===== src/rtl/cmp_share_arbiter_if.sv =====
// Request/response bus of the shared comparator.
//   req_valid/req_ready/req_a/req_b/req_signed : per-requester request channel
//   rsp_valid/rsp_ready/rsp_id/rsp_eq/rsp_lt/rsp_ltu : single tagged response channel
// master: requester/consumer side; slave: the arbiter.
interface cmp_share_arbiter_if #(
    parameter int unsigned NREQ  = 4,
    parameter int unsigned WIDTH = 64,
    parameter int unsigned IDW   = 2
);
    logic [NREQ-1:0]       req_valid;
    logic [NREQ-1:0]       req_ready;
    logic [NREQ*WIDTH-1:0] req_a;
    logic [NREQ*WIDTH-1:0] req_b;
    logic [NREQ-1:0]       req_signed;
    logic                  rsp_valid;
    logic                  rsp_ready;
    logic [IDW-1:0]        rsp_id;
    logic                  rsp_eq;
    logic                  rsp_lt;
    logic                  rsp_ltu;

    modport master (
        output req_valid, req_a, req_b, req_signed, rsp_ready,
        input  req_ready, rsp_valid, rsp_id, rsp_eq, rsp_lt, rsp_ltu
    );

    modport slave (
        input  req_valid, req_a, req_b, req_signed, rsp_ready,
        output req_ready, rsp_valid, rsp_id, rsp_eq, rsp_lt, rsp_ltu
    );
endinterface


===== src/rtl/cmp_share_arbiter.sv =====
// Shares one WIDTH-bit comparator (EQ, signed LT, unsigned LT) among NREQ
// requesters. Round-robin grant, two-stage pipeline (operands, results),
// one tagged response channel with valid/ready backpressure.
// Ports:
//   clk      : clock, rising edge
//   reset_n  : asynchronous active-low reset
//   bus      : cmp_share_arbiter_if.slave (request and response channels)
//   grant_cnt: NREQ x 16-bit saturating accept counters   (CMP_SHARE_ARBITER_STATS_EN)
//   stall_cnt: 16-bit saturating response-stall counter   (CMP_SHARE_ARBITER_STATS_EN)
// IDW must equal clog2(NREQ).
module cmp_share_arbiter #(
    parameter int unsigned NREQ  = 4,
    parameter int unsigned WIDTH = 64,
    parameter int unsigned IDW   = 2,
    localparam int unsigned CNTW = 16
) (
    input  logic                 clk,
    input  logic                 reset_n,
    cmp_share_arbiter_if.slave   bus
`ifdef CMP_SHARE_ARBITER_STATS_EN
    ,
    output logic [NREQ*CNTW-1:0] grant_cnt,
    output logic [CNTW-1:0]      stall_cnt
`endif
);

    typedef struct packed {
        logic [WIDTH-1:0] a;
        logic [WIDTH-1:0] b;
        logic             sgn;
        logic [IDW-1:0]   id;
    } s1_t;

    logic [IDW-1:0]  ptr;
    logic [IDW-1:0]  ptr_nxt;
    logic [NREQ-1:0] grant;
    logic            gnt_any;
    logic [IDW-1:0]  gnt_idx;
    logic            adv1;
    logic            adv2;

    logic            s1_valid;
    s1_t             s1;
    s1_t             s1_nxt;

    logic            s2_valid;
    logic [IDW-1:0]  s2_id;
    logic            s2_eq;
    logic            s2_lt;
    logic            s2_ltu;

    logic            eq_c;
    logic            ltu_c;
    logic            lts_c;

    // Pipeline advance conditions
    assign adv2 = !s2_valid || bus.rsp_ready;
    assign adv1 = !s1_valid || adv2;

    // Round-robin search starting at ptr; no grant while in reset or stalled
    always_comb begin
        int unsigned j;
        grant   = '0;
        gnt_any = 1'b0;
        gnt_idx = '0;
        j       = 0;
        if (reset_n && adv1) begin
            for (int unsigned k = 0; k < NREQ; k++) begin
                j = 32'(ptr) + k;
                if (j >= NREQ) begin
                    j = j - NREQ;
                end
                if (!gnt_any && bus.req_valid[IDW'(j)]) begin
                    gnt_any = 1'b1;
                    gnt_idx = IDW'(j);
                end
            end
            if (gnt_any) begin
                grant[gnt_idx] = 1'b1;
            end
        end
    end

    assign bus.req_ready = grant;

    assign ptr_nxt = (gnt_idx == IDW'(NREQ - 1)) ? '0 : gnt_idx + IDW'(1);

    // Mux of the granted requester's operands into the stage-1 payload
    always_comb begin
        s1_nxt     = '0;
        s1_nxt.a   = bus.req_a[32'(gnt_idx) * WIDTH +: WIDTH];
        s1_nxt.b   = bus.req_b[32'(gnt_idx) * WIDTH +: WIDTH];
        s1_nxt.sgn = bus.req_signed[gnt_idx];
        s1_nxt.id  = gnt_idx;
    end

    // Comparator; signed LT reuses the unsigned compare with both MSBs flipped
    assign eq_c  = (s1.a == s1.b);
    assign ltu_c = (s1.a < s1.b);
    assign lts_c = ({~s1.a[WIDTH-1], s1.a[WIDTH-2:0]} < {~s1.b[WIDTH-1], s1.b[WIDTH-2:0]});

    // Pointer and both pipeline stages
    always_ff @(posedge clk or negedge reset_n) begin
        if (!reset_n) begin
            ptr      <= '0;
            s1_valid <= 1'b0;
            s1       <= '0;
            s2_valid <= 1'b0;
            s2_id    <= '0;
            s2_eq    <= 1'b0;
            s2_lt    <= 1'b0;
            s2_ltu   <= 1'b0;
        end else begin
            if (gnt_any) begin
                ptr <= ptr_nxt;
            end
            if (adv2) begin
                s2_valid <= s1_valid;
                if (s1_valid) begin
                    s2_id  <= s1.id;
                    s2_eq  <= eq_c;
                    s2_lt  <= s1.sgn ? lts_c : ltu_c;
                    s2_ltu <= ltu_c;
                end
            end
            if (adv1) begin
                s1_valid <= gnt_any;
                if (gnt_any) begin
                    s1 <= s1_nxt;
                end
            end
        end
    end

    assign bus.rsp_valid = s2_valid;
    assign bus.rsp_id    = s2_id;
    assign bus.rsp_eq    = s2_eq;
    assign bus.rsp_lt    = s2_lt;
    assign bus.rsp_ltu   = s2_ltu;

`ifdef CMP_SHARE_ARBITER_STATS_EN
    logic [CNTW-1:0] scnt;

    // Per-requester saturating accept counters
    for (genvar i = 0; i < NREQ; i++) begin : g_gcnt
        logic [CNTW-1:0] gcnt;
        always_ff @(posedge clk or negedge reset_n) begin
            if (!reset_n) begin
                gcnt <= '0;
            end else if (grant[i] && (gcnt != '1)) begin
                gcnt <= gcnt + CNTW'(1);
            end
        end
        assign grant_cnt[i*CNTW +: CNTW] = gcnt;
    end

    // Saturating count of cycles where a result waits on the consumer
    always_ff @(posedge clk or negedge reset_n) begin
        if (!reset_n) begin
            scnt <= '0;
        end else if (s2_valid && !bus.rsp_ready && (scnt != '1)) begin
            scnt <= scnt + CNTW'(1);
        end
    end

    assign stall_cnt = scnt;
`endif

endmodule


===== src/flat_wrapper.sv =====
// flat-port wrapper written by rule: the top's interface ports become plain ports
module cmp_share_arbiter_flat 
#(
    parameter int unsigned NREQ  = 4,
    parameter int unsigned WIDTH = 64,
    parameter int unsigned IDW   = 2,
    localparam int unsigned CNTW = 16
)
  (clk, reset_n, bus_req_valid, bus_req_a, bus_req_b, bus_req_signed, bus_rsp_ready, bus_req_ready, bus_rsp_valid, bus_rsp_id, bus_rsp_eq, bus_rsp_lt, bus_rsp_ltu);
  cmp_share_arbiter_if #(.NREQ(NREQ), .WIDTH(WIDTH), .IDW(IDW)) bus_i ();
  input  logic clk;
  input  logic reset_n;
  input wire logic [$bits(bus_i.req_valid)-1:0] bus_req_valid;
  input wire logic [$bits(bus_i.req_a)-1:0] bus_req_a;
  input wire logic [$bits(bus_i.req_b)-1:0] bus_req_b;
  input wire logic [$bits(bus_i.req_signed)-1:0] bus_req_signed;
  input wire logic [$bits(bus_i.rsp_ready)-1:0] bus_rsp_ready;
  output wire logic [$bits(bus_i.req_ready)-1:0] bus_req_ready;
  output wire logic [$bits(bus_i.rsp_valid)-1:0] bus_rsp_valid;
  output wire logic [$bits(bus_i.rsp_id)-1:0] bus_rsp_id;
  output wire logic [$bits(bus_i.rsp_eq)-1:0] bus_rsp_eq;
  output wire logic [$bits(bus_i.rsp_lt)-1:0] bus_rsp_lt;
  output wire logic [$bits(bus_i.rsp_ltu)-1:0] bus_rsp_ltu;
  assign bus_i.req_valid = bus_req_valid;
  assign bus_i.req_a = bus_req_a;
  assign bus_i.req_b = bus_req_b;
  assign bus_i.req_signed = bus_req_signed;
  assign bus_i.rsp_ready = bus_rsp_ready;
  assign bus_req_ready = bus_i.req_ready;
  assign bus_rsp_valid = bus_i.rsp_valid;
  assign bus_rsp_id = bus_i.rsp_id;
  assign bus_rsp_eq = bus_i.rsp_eq;
  assign bus_rsp_lt = bus_i.rsp_lt;
  assign bus_rsp_ltu = bus_i.rsp_ltu;
  cmp_share_arbiter #(.NREQ(NREQ), .WIDTH(WIDTH), .IDW(IDW)) u_core (.clk(clk), .reset_n(reset_n), .bus(bus_i));
endmodule

===== config.mk =====
export PLATFORM = sky130hd
export DESIGN_NAME = cmp_share_arbiter_flat
export DESIGN_NICKNAME = d
export VERILOG_FILES = /design/src/rtl/cmp_share_arbiter_if.sv /design/src/rtl/cmp_share_arbiter.sv /design/src/flat_wrapper.sv
export SDC_FILE = /design/constraint.sdc
export NUM_CORES = 1
export LEC_CHECK = 0
export BUFFER_PORTS_ARGS = -buffer_cell sky130_fd_sc_hd__buf_4
export CAP_MARGIN = 40
export CORE_AREA = 8 8 204 206
export CTS_BUF_LIST = sky130_fd_sc_hd__clkbuf_2
export DETAILED_ROUTE_END_ITERATION = 8
export DIE_AREA = 0 0 212 214
export HOLD_SLACK_MARGIN = 0.02
export PLACE_DENSITY_LB_ADDON = 0.2
export SLEW_MARGIN = 0
export SYNTH_ARGS = -nofsm -noshare
export SYNTH_HDL_FRONTEND = slang
export SYNTH_SLANG_ARGS = --single-unit
export TNS_END_PERCENT = 1

===== constraint.sdc =====
create_clock -name clk -period 2.8 [get_ports clk]
set_input_delay 0.14 -clock clk [delete_from_list [all_inputs] [get_ports clk]]
set_output_delay 0.14 -clock clk [all_outputs]
set_load 0.005 [all_outputs]

==> results of run 1 <==
## cell usage after synthesis (all sizes together) (3+ instances only)
library cell,instances
ha,66
clkbuf,49
nor2,9
o21ai,135
nand2,147
a211oi,3
mux2i,259
buf,38
nand4,14
dfrtp,140
o31ai,3
nand3,6
a21o,7
nor4,3
a21oi,29
nor2b,3
nand2b,5
inv,68
mux2,3
o22a,129
## stage by stage
step                      std cells  setup WS (ns)
after detailed placement       2143         0.0499
after global placement         2141          0.186
after floorplan                1140          0.777
## cell families after synthesis
| logic type | synth area share |
|---|---|
| AOI/OAI and AO/OA | 0.206 |
| muxes | 0.245 |
| and+or+nand+nor | 0.0763 |
| buffers and inverters | 0.0684 |
| DFF | 0.327 |
| adders and majority gates | 0.0771 |
==> results_dict.tcl, run 1 <==
set metrics [dict create \
    cts_resized 4 \
    yosys_warnings 0 \
    syn_inst 1140 \
    start_util 0.280 \
    firstError "[ERROR RSZ-0060] Max buffer count reached." \
    ys.flop_type "dfrtp_1" \
    status "stopped before the end" \
    lastStage "clock tree synthesis" \
    yosysUniqueCellTypes 46 \
    cts_max_level 4 \
    numPortBuffers 532 \
    async_flop_share 1.00 \
    cts.sinks 140 \
    post_dp_cell_area_um2 15400 \
    ys_seq_area_frac 0.327 \
    die_h_um 214 \
    dp_hpwl_mm 33.5 \
    syn-mean-instance-area_um2 9.40 \
    dieWidth_um 212 \
    cts_hold_buf 437 \
    synth_top_area_frac 0.327 \
    synth_area_leaders "dfrtp_1, mux2i_1, o22a_1, ha_1, nand2_1" \
    syn_nets 1729 \
    ys_ff_latch 140 \
    globalplace.congestion 0.876 \
    post-cts-setup-buffers 0 \
    num_io_pins 533 \
    synth_area_leader_cell "dfrtp_1" \
    cts_buffers 17 \
    rows 72 \
    clockRootBuffer "clkbuf_2" \
    synth_edf_count 0 \
    syn-cell-area_um2 10700 \
    clock_path_buffers 2 \
]
==> run 2: changes to the inputs <==
CORE_AREA = unset   (was 8 8 204 206)
CORE_MARGIN = 8   (was unset)
CORE_UTILIZATION = 28   (was unset)
CTS_BUF_LIST = unset   (was sky130_fd_sc_hd__clkbuf_2)
DIE_AREA = unset   (was 0 0 212 214)
HOLD_SLACK_MARGIN = unset   (was 0.02)
PLACE_DENSITY_LB_ADDON = 0.15   (was 0.2)
==> run 2 against run 1 <==
Effect of this change:
- the run now ends clean
- area after synthesis did not move
- synthesized cell count did not move
==> results_dict.tcl, run 2 <==
set metrics [dict create \
    status "complete, no violations" \
    wl_per_cell_um 18.8 \
    largest_reg_flops 131 \
    ys_seq_area_frac 0.327 \
    yosys_warnings 0 \
    synth_area_leader_cell "dfrtp_1" \
    max_freq_ghz 0.407 \
    p_per_area_nw_per_um2 688 \
    top_layer "met4" \
    finalCritPeriodShare 0.878 \
    synth_area_leaders "dfrtp_1, mux2i_1, o22a_1, ha_1, nand2_1" \
    rr_startpoint "u_core.s1[66]" \
    async_flop_share 1.00 \
    synth_edf_count 0 \
    max_slew_margin 0.551 \
    dieWidth_um 212 \
    dp_hpwl_mm 33.7 \
    yosysUniqueCellTypes 46 \
    crit_slowest_cell "nor4_1" \
    vias 10300 \
    num_io_pins 533 \
    critPathKind "reg -> reg" \
    vias_per_cell 4.69 \
    crit_arrival_ns 2.76 \
    slowest_delay_ns 0.64 \
    final_cell_mix "buf_4, mux2i_1, nand2_1" \
    grt_pass1_vias 11100 \
    first_iter_violations 310 \
    tightestPinTransition_ns 0.673 \
    grt_pass1_wl_mm 62.7 \
    leakagePower_nw 7.90 \
    die-area_um2 44800 \
    worst_slack_ns 0.341 \
    dr_wl_met3_mm 2.44 \
    syn-cell-area_um2 10700 \
    cts_buffers 17 \
    skew_ns 0.0140 \
    mostFrequentLayoutCell "buf_4" \
    crit_path_end_kind "flop" \
    grt_max_degree 134 \
    hold_viol_final 0 \
    vdd_drop_max_uv 438 \
    drv_slew 0 \
    ys_ff_latch 140 \
    grt_usage 0.177 \
    clockRootBuffer "clkbuf_16" \
    hp-start "bus_rsp_ready" \
    grt_overflow 0 \
    path_clk_slew_ns 0.06 \
    finalWirelength_mm 41.0 \
    final_antenna_net_count 0 \
    syn_nets 1729 \
    syn2layout_area_growth_pct 50.3 \
    layout-drive-gt1-share 0.374 \
    startpoint "u_core.s1[66]" \
    setup_viol 0 \
    cts_tree "built" \
    required_ns 3.10 \
    synth_top_area_frac 0.327 \
    synth_common_cells "mux2i_1, nand2_1, dfrtp_1" \
    tns_ns 0 \
    globalplace.congestion 0.865 \
    startpoint_type "flop" \
    yosysMostFrequentCell "mux2i_1" \
    hp-class "in -> reg" \
    syn_inst 1140 \
    cts.sinks 140 \
    start_util 0.284 \
    first_pass_iters 4 \
    path_max_fanout 3 \
    rsz0062_at_grt "false" \
    fin_nets 2249 \
    drc 0 \
    path_cells "inv_1 -> ha_1 -> nand4_1 -> nor4_1 -> nand2_1 -> nor3_1 -> a21oi_1 -> a32o_1" \
    clock_path_buffers 2 \
    dp_slack_ns 0.320 \
    regMostFlops "u_core.s1" \
    met2RoutedLength_mm 19.9 \
    ys.flop_type "dfrtp_1" \
    syn-mean-instance-area_um2 9.40 \
    rows 71 \
    cts_max_level 4 \
    antenna_found_initial 1 \
    layout_min_cycle_time_ns 2.46 \
    met1Wirelength_mm 18.2 \
    cap_violations 0 \
    numPortBuffers 532 \
    core_area_um2 37700 \
    clk_latency_ns 0.42 \
    die_h_um 212 \
]
-- run 2: path summary, 6_finish.rpt --
check                      slack, ns                  to  cells after the start
setup reg to reg                0.34  u_core.bus.rsp_ltu                      8
hold / removal                  0.02     u_core.s1_valid                      3
setup / recovery                0.34  u_core.bus.rsp_ltu                      8
min in group asynchronous       0.29      u_core.s1[125]                      3
hold reg to reg                 0.47        u_core.s1[1]                      1
max in group asynchronous       1.45       u_core.s1[36]                      5
-- run 2: cell type report --
class,instances,area [µm²]
Timing Repair Buffer,588,4570
Multi-Input combinational cell,845,6520
Clock inverter,13,156
Inverter,68,255
Fill cell,3840,21600
Clock buffer,19,443
Tap cell,511,639
Sequential cell,140,3500
Antenna cell,1,2.50
-- run 2: kinds of logic after synthesis --
logic type | count (synthesis) | synth area share
AO/OA/AOI/OAI | 323 | 0.206
flip-flops | 140 | 0.327
AND/OR/NAND/NOR | 194 | 0.0763
buffers and inverters | 155 | 0.0684
multiplexers | 262 | 0.245
adder cells (fa/ha/maj) | 66 | 0.0771
-- run 2: timing repair --
item                                   CTS  global route
endpoints found under the hold margin   17             0
resized for setup                        0             0
hold buffers                             1             0
setup endpoints to repair                0             0
setup buffers                            0             0
-- run 2: worst max-delay path: cells and delay by family, from the launching register on --
kind            cells  cell delay, ns
flops               1            0.37
simple gates        4            1.23
compound gates      2            0.38
fa+ha+maj           1            0.32
buf+inv             1            0.05
-- run 2: metal layers --
| layer | global-route usage | up-vias |
|---|---|---|
| met5 | 0 | - |
| met4 | 0.0319 | 0 |
| met3 | 0.0435 | 20 |
| met2 | 0.306 | 298 |
| met1 | 0.222 | 4736 |
| li1 | - | 5202 |
-- run 2: power breakdown --
part	internal [mW]	switching, mW	leakage (nW)
clock network	1.36	0.986	0.281
registers	2.67	0.376	1.70
logic	2.85	2.82	5.91
-- run 2: through the flow --
step,util,instances,total power [mW],hold WS (ns),cell area [µm²]
global route,0.427,2184,12.0,0.0417,16100
CTS,0.427,2184,11.3,0.000877,16100
detailed placement,0.411,2151,8.86,0.169,15500
global placement,0.411,2150,8.79,0.175,15500
finish,0.427,2185,11.1,0.0155,16100
floorplan,-,1140,6.79,-0.156,10700
Note: power is estimated with default switching activity, not from simulation.
==> run 3: changes to the inputs <==
ABC_AREA = 1   (was unset)
==> run 3 against run 2 <==
Effect of this change:
- area after synthesis up 30%
- highest routed layer is now met5
- clock power grew 3%
- fmax down 7.3%
==> results_dict.tcl, run 3 <==
set metrics [dict create \
    layout_min_cycle_time_ns 2.65 \
    startpoint_type "flop" \
    final_cell_mix "nand2_1, buf_4, inv_1" \
    first_pass_iters 5 \
    core_area_um2 49000 \
    max_slew_margin 0.390 \
    met1_usage 0.235 \
    clockRootBuffer "clkbuf_16" \
    finalWirelength_mm 55.3 \
    layout-drive-gt1-share 0.224 \
    vias_per_cell 4.65 \
    num_io_pins 533 \
    crit_arrival_ns 2.51 \
    path_max_fanout 22 \
    setup_viol 0 \
    fin_nets 3367 \
    die-area_um2 57000 \
    clk_latency_ns 0.44 \
    slowest_delay_ns 0.49 \
    synth_compound_area_frac 0.0208 \
    hold_viol_final 0 \
    grt_overflow 0 \
    dieWidth_um 239 \
    crit_slowest_cell "dfrtp_2" \
    vias 16100 \
    cts_tree "built" \
    synth.area.mux_share 0.000721 \
    grt_usage 0.188 \
    ys.flop_type "dfrtp_1" \
    rsz0062_at_grt "false" \
    critPathKind "reg -> out" \
    design_area_um2 19200 \
    drc 0 \
    drv_slew 0 \
    tns_ns 0 \
    cap_violations 0 \
    rows 81 \
    wl_per_cell_um 16.0 \
    p_per_area_nw_per_um2 978 \
    top_usage_layer "met2" \
    synth_top_family_by_area "simple AND/OR/NAND/NOR gates" \
    layout.cells.non_filler 3458 \
    dp_hpwl_mm 40.9 \
    tightestPinTransition_ns 0.915 \
    largest_reg_flops 131 \
    numPortBuffers 532 \
    gr-usage-met2 0.325 \
    synth_area_leaders "dfrtp_1, nand2_1, inv_1, nand3_1, nand3b_1" \
    cts.sinks 140 \
    status "complete, no violations" \
    fin_util 0.392 \
    dp_cells 3419 \
    grt_pass1_vias 16600 \
    vdd_drop_max_uv 647 \
    async_flop_share 1.00 \
    synthXorXnorAreaFrac 0 \
    syn-cell-area_um2 13900 \
    syn_inst 2342 \
    synth-adder-area-share 0.0595 \
    globalplace.congestion 0.860 \
    path_cells "inv_4 -> nand2_1 -> nand2_2 -> nand2_1 -> nand2_2 -> nor2_4 -> nand3_2 -> nand2_8 -> nand3_4 -> buf_12 -> buf_6 -> nor2_1 -> buf_4" \
    use_met3 0.0362 \
    first_iter_violations 856 \
    finalCritPeriodShare 0.947 \
    grt_pass1_wl_mm 87.4 \
    syn_nets 2931 \
    mostFrequentLayoutCell "nand2_1" \
    syn2layout_area_growth_pct 38.4 \
    skew_ns 0.00770 \
    yosysMostFrequentCell "nand2_1" \
    antenna_found_initial 4 \
    final_antenna_net_count 0 \
    cts_max_level 4 \
    regMostFlops "u_core.s1" \
    leakagePower_nw 11.7 \
    max_freq_ghz 0.377 \
    whs_ns 0.0852 \
    required_ns 2.66 \
    synth_common_cells "nand2_1, inv_1, nand3_1" \
    crit_path_end_kind "primary output" \
    ys_seq_area_frac 0.252 \
    synth_top_area_frac 0.252 \
    path_clk_slew_ns 0.07 \
    yosys_warnings 0 \
    synth_area_leader_cell "dfrtp_1" \
    yosysUniqueCellTypes 29 \
    grt_max_degree 141 \
    ys_ff_latch 140 \
    hp-class "in -> reg" \
    syn-mean-instance-area_um2 5.93 \
    synth_edf_count 0 \
    cts_buffers 17 \
    post_dp_cell_area_um2 18500 \
    die_h_um 239 \
    start_util 0.284 \
    clock_path_buffers 2 \
    synthSimpleGateAreaFrac 0.478 \
]
## run 3: cell count changes after synthesis, moves of 12 or more
cell / change
nand2_1: +721
o21ai_1: -97
buf_2: +33
o22a_1: -129
clkbuf_1: +17
nand3b_1: +131
nand4_1: +125
buf_6: +18
mux2i_1: -258
buf_1: +12
nand3_1: +262
nor2_1: +13
inv_1: +409
o21ai_0: -19
## run 3: per-stage QoR
step / setup WS (ns) / total power [mW]
detailed placement: 0.0943 / 16.2
floorplan: 0.651 / 12.4
CTS: 0.00569 / 19.0
global route: 0.00644 / 20.9
finish: 0.148 / 18.8
global placement: 0.180 / 16.0
## run 3: worst paths after layout
path                               start                end  slack, ns  depth (start not counted)
hold reg to reg            u_core.s1[18]      u_core.s1[18]       0.48                          2
setup / recovery           u_core.ptr[0]   bus_req_ready[3]       0.15                         13
min in group asynchronous        reset_n      u_core.s1[57]       0.36                          3
setup reg to reg           u_core.ptr[0]     u_core.s1[130]       0.26                         15
hold / removal              bus_req_a[0]      u_core.s1[67]       0.09                          7
max in group asynchronous        reset_n  u_core.bus.rsp_eq       1.67                          3
## run 3: power breakdown
group          switching, mW  internal [mW]
combinational           8.03           4.67
sequential             0.609           3.05
clock                   1.01           1.42
## run 3: layer usage
layer  routed length [µm]  vias to the layer above
li1                     -                     8122
met1                24000                     7489
met2                27400                      407
met3                 2740                       58
met4                 1210                        2
met5                   13                        -
## run 3: logic make-up (layout without fill, tap and decap cells)
logic type      count (synthesis)  after routing
other cells                     0              3
simple gates                 1442           1442
compound gates                 56             56
mux                             1              1
buf+inv                       637           1086
flops                         140            140
fa+ha+maj                      66             66
## run 3: what timing repair did
item / 4_1_cts / 5_1_grt
hold buffers: 2 / 0
setup endpoints to repair: 4 / 17
resized for setup: 5 / 5
hold endpoints to repair: 141 / 0
cloned: 2 / 0
buffers inserted: 0 / 0
pin swaps: 0 / 0
## run 3: final cells by class
cell class	count	area, µm²
Antenna cell	3	7.51
Clock buffer	17	425
Clock inverter	15	186
Fill cell	5396	29700
Inverter	481	1810
Multi-Input combinational cell	1565	7820
Sequential cell	140	3500
Tap cell	664	831
Timing Repair Buffer	573	4620
## run 3: worst max-delay path: cells and delay by family (launching register included)
kind / cells / cell delay, ns
buffers and inverters: 4 / 0.58
and+or+nand+nor: 9 / 0.99
DFF: 1 / 0.49
==> run 4: changes to the inputs <==
--- a/config.mk
+++ b/config.mk
@@ -12,5 +12,7 @@
 export CORE_UTILIZATION = 28
 export DETAILED_ROUTE_END_ITERATION = 8
+export GPL_ROUTABILITY_DRIVEN = 0
 export PLACE_DENSITY_LB_ADDON = 0.15
+export SKIP_CTS_REPAIR_TIMING = 1
 export SLEW_MARGIN = 0
 export SYNTH_ARGS = -nofsm -noshare
==> constraint.sdc (replaced) <==
create_clock -name clk -period 2.8 [get_ports clk]
set_input_delay 0.14 -clock clk [delete_from_list [all_inputs] [get_ports clk]]
set_output_delay 0.14 -clock clk [all_outputs]
set_load 0.05 [all_outputs]
==> run 4 against run 3 <==
Effect of this change:
- register-to-register slack barely moved
- flip-flop and latch count did not move
- final cell count fell by 0.17%
- first-iteration DRC count fell by 7.4%
- clock skew rose by 0.0020 ns
- non-clock buffer count fell by 5
==> results_dict.tcl, run 4 (synthesized netlist as in run 3, its figures left out) <==
set metrics [dict create \
    status "complete, no violations" \
    multi_input_area_um2 7830 \
    rrSetupSlack_ns 0.26 \
    final_cell_mix "nand2_1, buf_4, inv_1" \
    cts.sinks 140 \
    syn2layout_area_growth_pct 37.4 \
    hold_viol_final 0 \
    pwr-share-comb 0.678 \
    pwr-share-clk 0.128 \
    final_antenna_net_count 0 \
    grt_max_degree 133 \
    cts_tree "built" \
    startpoint "u_core.ptr[0]" \
    switchingPower_mw 9.73 \
    layout-drive-gt1-share 0.223 \
    max_slew_margin 0.470 \
    leakagePower_nw 11.7 \
    dp_hpwl_mm 40.5 \
    pwr-share-seq 0.194 \
    largest_reg_flops 131 \
    critPathKind "reg -> out" \
    nFillCells 5440 \
    cts_buffers 17 \
    crit_arrival_ns 2.51 \
    rows 81 \
    mostFrequentLayoutCell "nand2_1" \
    p_per_area_nw_per_um2 980 \
    finalWirelength_mm 53.8 \
    cts_max_level 4 \
    crit_path_end_kind "primary output" \
    drc 0 \
    first_iter_violations 793 \
    required_ns 2.66 \
    path_clk_slew_ns 0.06 \
    grt_usage 0.181 \
    grt_overflow 0 \
    die-area_um2 57000 \
    first_pass_iters 5 \
    clock_path_buffers 2 \
    r2r_cells 15 \
    drv_slew 0 \
    tns_ns 0 \
    wl_per_cell_um 15.6 \
    hp-class "in -> reg" \
    register_area_um2 3500 \
    antenna_found_initial 2 \
    setup_viol 0 \
    startpoint_type "flop" \
    cp-endpoint "bus_req_ready[2]" \
    vdd_drop_max_uv 892 \
    fin_nets 3362 \
    regMostFlops "u_core.s1" \
    max_freq_ghz 0.377 \
    hp-start "bus_rsp_ready" \
    path_max_fanout 22 \
    rr_endpoint "u_core.s1[2]" \
    clk_latency_ns 0.44 \
    grt_pass1_wl_mm 84.7 \
    tightestPinTransition_ns 0.795 \
    vias_per_cell 4.61 \
    grt_pass1_vias 16500 \
    num_io_pins 533 \
    cap_violations 0 \
    dieWidth_um 239 \
    core_area_um2 49000 \
    die_h_um 239 \
    layout_min_cycle_time_ns 2.65 \
    rr_startpoint "u_core.ptr[0]" \
    finalCritPeriodShare 0.946 \
    skew_ns 0.00974 \
    internal_power_mw 8.97 \
    p_sw_frac 0.520 \
    vias 15900 \
    clockRootBuffer "clkbuf_16" \
    whs_ns 0.0130 \
    numPortBuffers 532 \
    start_util 0.284 \
    rsz0062_at_grt "false" \
]
-- run 4: metrics by stage --
step	worst slack [ns]	cells	utilization	area, µm²	power (mW)
after floorplan	0.368	2342	-	13900	12.6
after global placement	0.167	3413	0.375	18400	16.1
after detailed placement	0.167	3414	0.375	18400	16.3
after CTS	-0.160	3446	0.388	19000	18.8
after global routing	0.00252	3452	0.390	19100	20.9
final	0.150	3452	0.390	19100	18.7
-- run 4: metal layers --
layer  global-route usage  vias up  wire length [µm]
met5                    0        -                 0
met4               0.0484        0               946
met3               0.0360       49              2910
met2                0.328      380             27200
met1                0.215     7368             22700
li1                     -     8108                 -
-- run 4: power by group through the flow --
stage / logic [mW] / registers, mW / clock network, mW
after floorplan: 9.05 / 3.59 / 0
after global placement: 12.5 / 3.64 / 0
after detailed placement: 12.6 / 3.65 / 0
after CTS: 12.7 / 3.63 / 2.48
after global routing: 14.6 / 3.75 / 2.56
final: 12.7 / 3.62 / 2.39
-- run 4: worst min path at each step --
stage	slack [ns]	endpoint	cells past startpoint
CTS	-0.49	u_core.s1[61]	1
floorplan	-0.16	u_core.bus.rsp_eq	0
detailed placement	0.004	u_core.s1[61]	1
global placement	0.006	u_core.s1[124]	1
global route	0.05	u_core.bus.rsp_valid	4
finish	0.01	u_core.bus.rsp_valid	4
-- run 4: layout make-up --
cell class | count | share of cell area
inverters | 481 | 0.0949
repair buffers | 568 | 0.235
clock buffers | 19 | 0.0237
diodes | 2 | 0.000262
multi-input cells | 1565 | 0.410
well taps | 664 | 0.0436
clock inverters | 13 | 0.00859
flip-flops and latches | 140 | 0.184
-- run 4: worst max-delay path: stages, from the launching register on --
cell     delay (ns)
dfrtp_1        0.36
buf_4          0.19
nand2_1        0.09
nand2_2        0.11
nand2_1        0.06
nand2_1        0.12
nor2_1         0.07
nor2_2         0.19
nand2_8        0.10
buf_16         0.19
nand2_1        0.08
nand2_2        0.11
nor2_1         0.18
buf_4          0.23
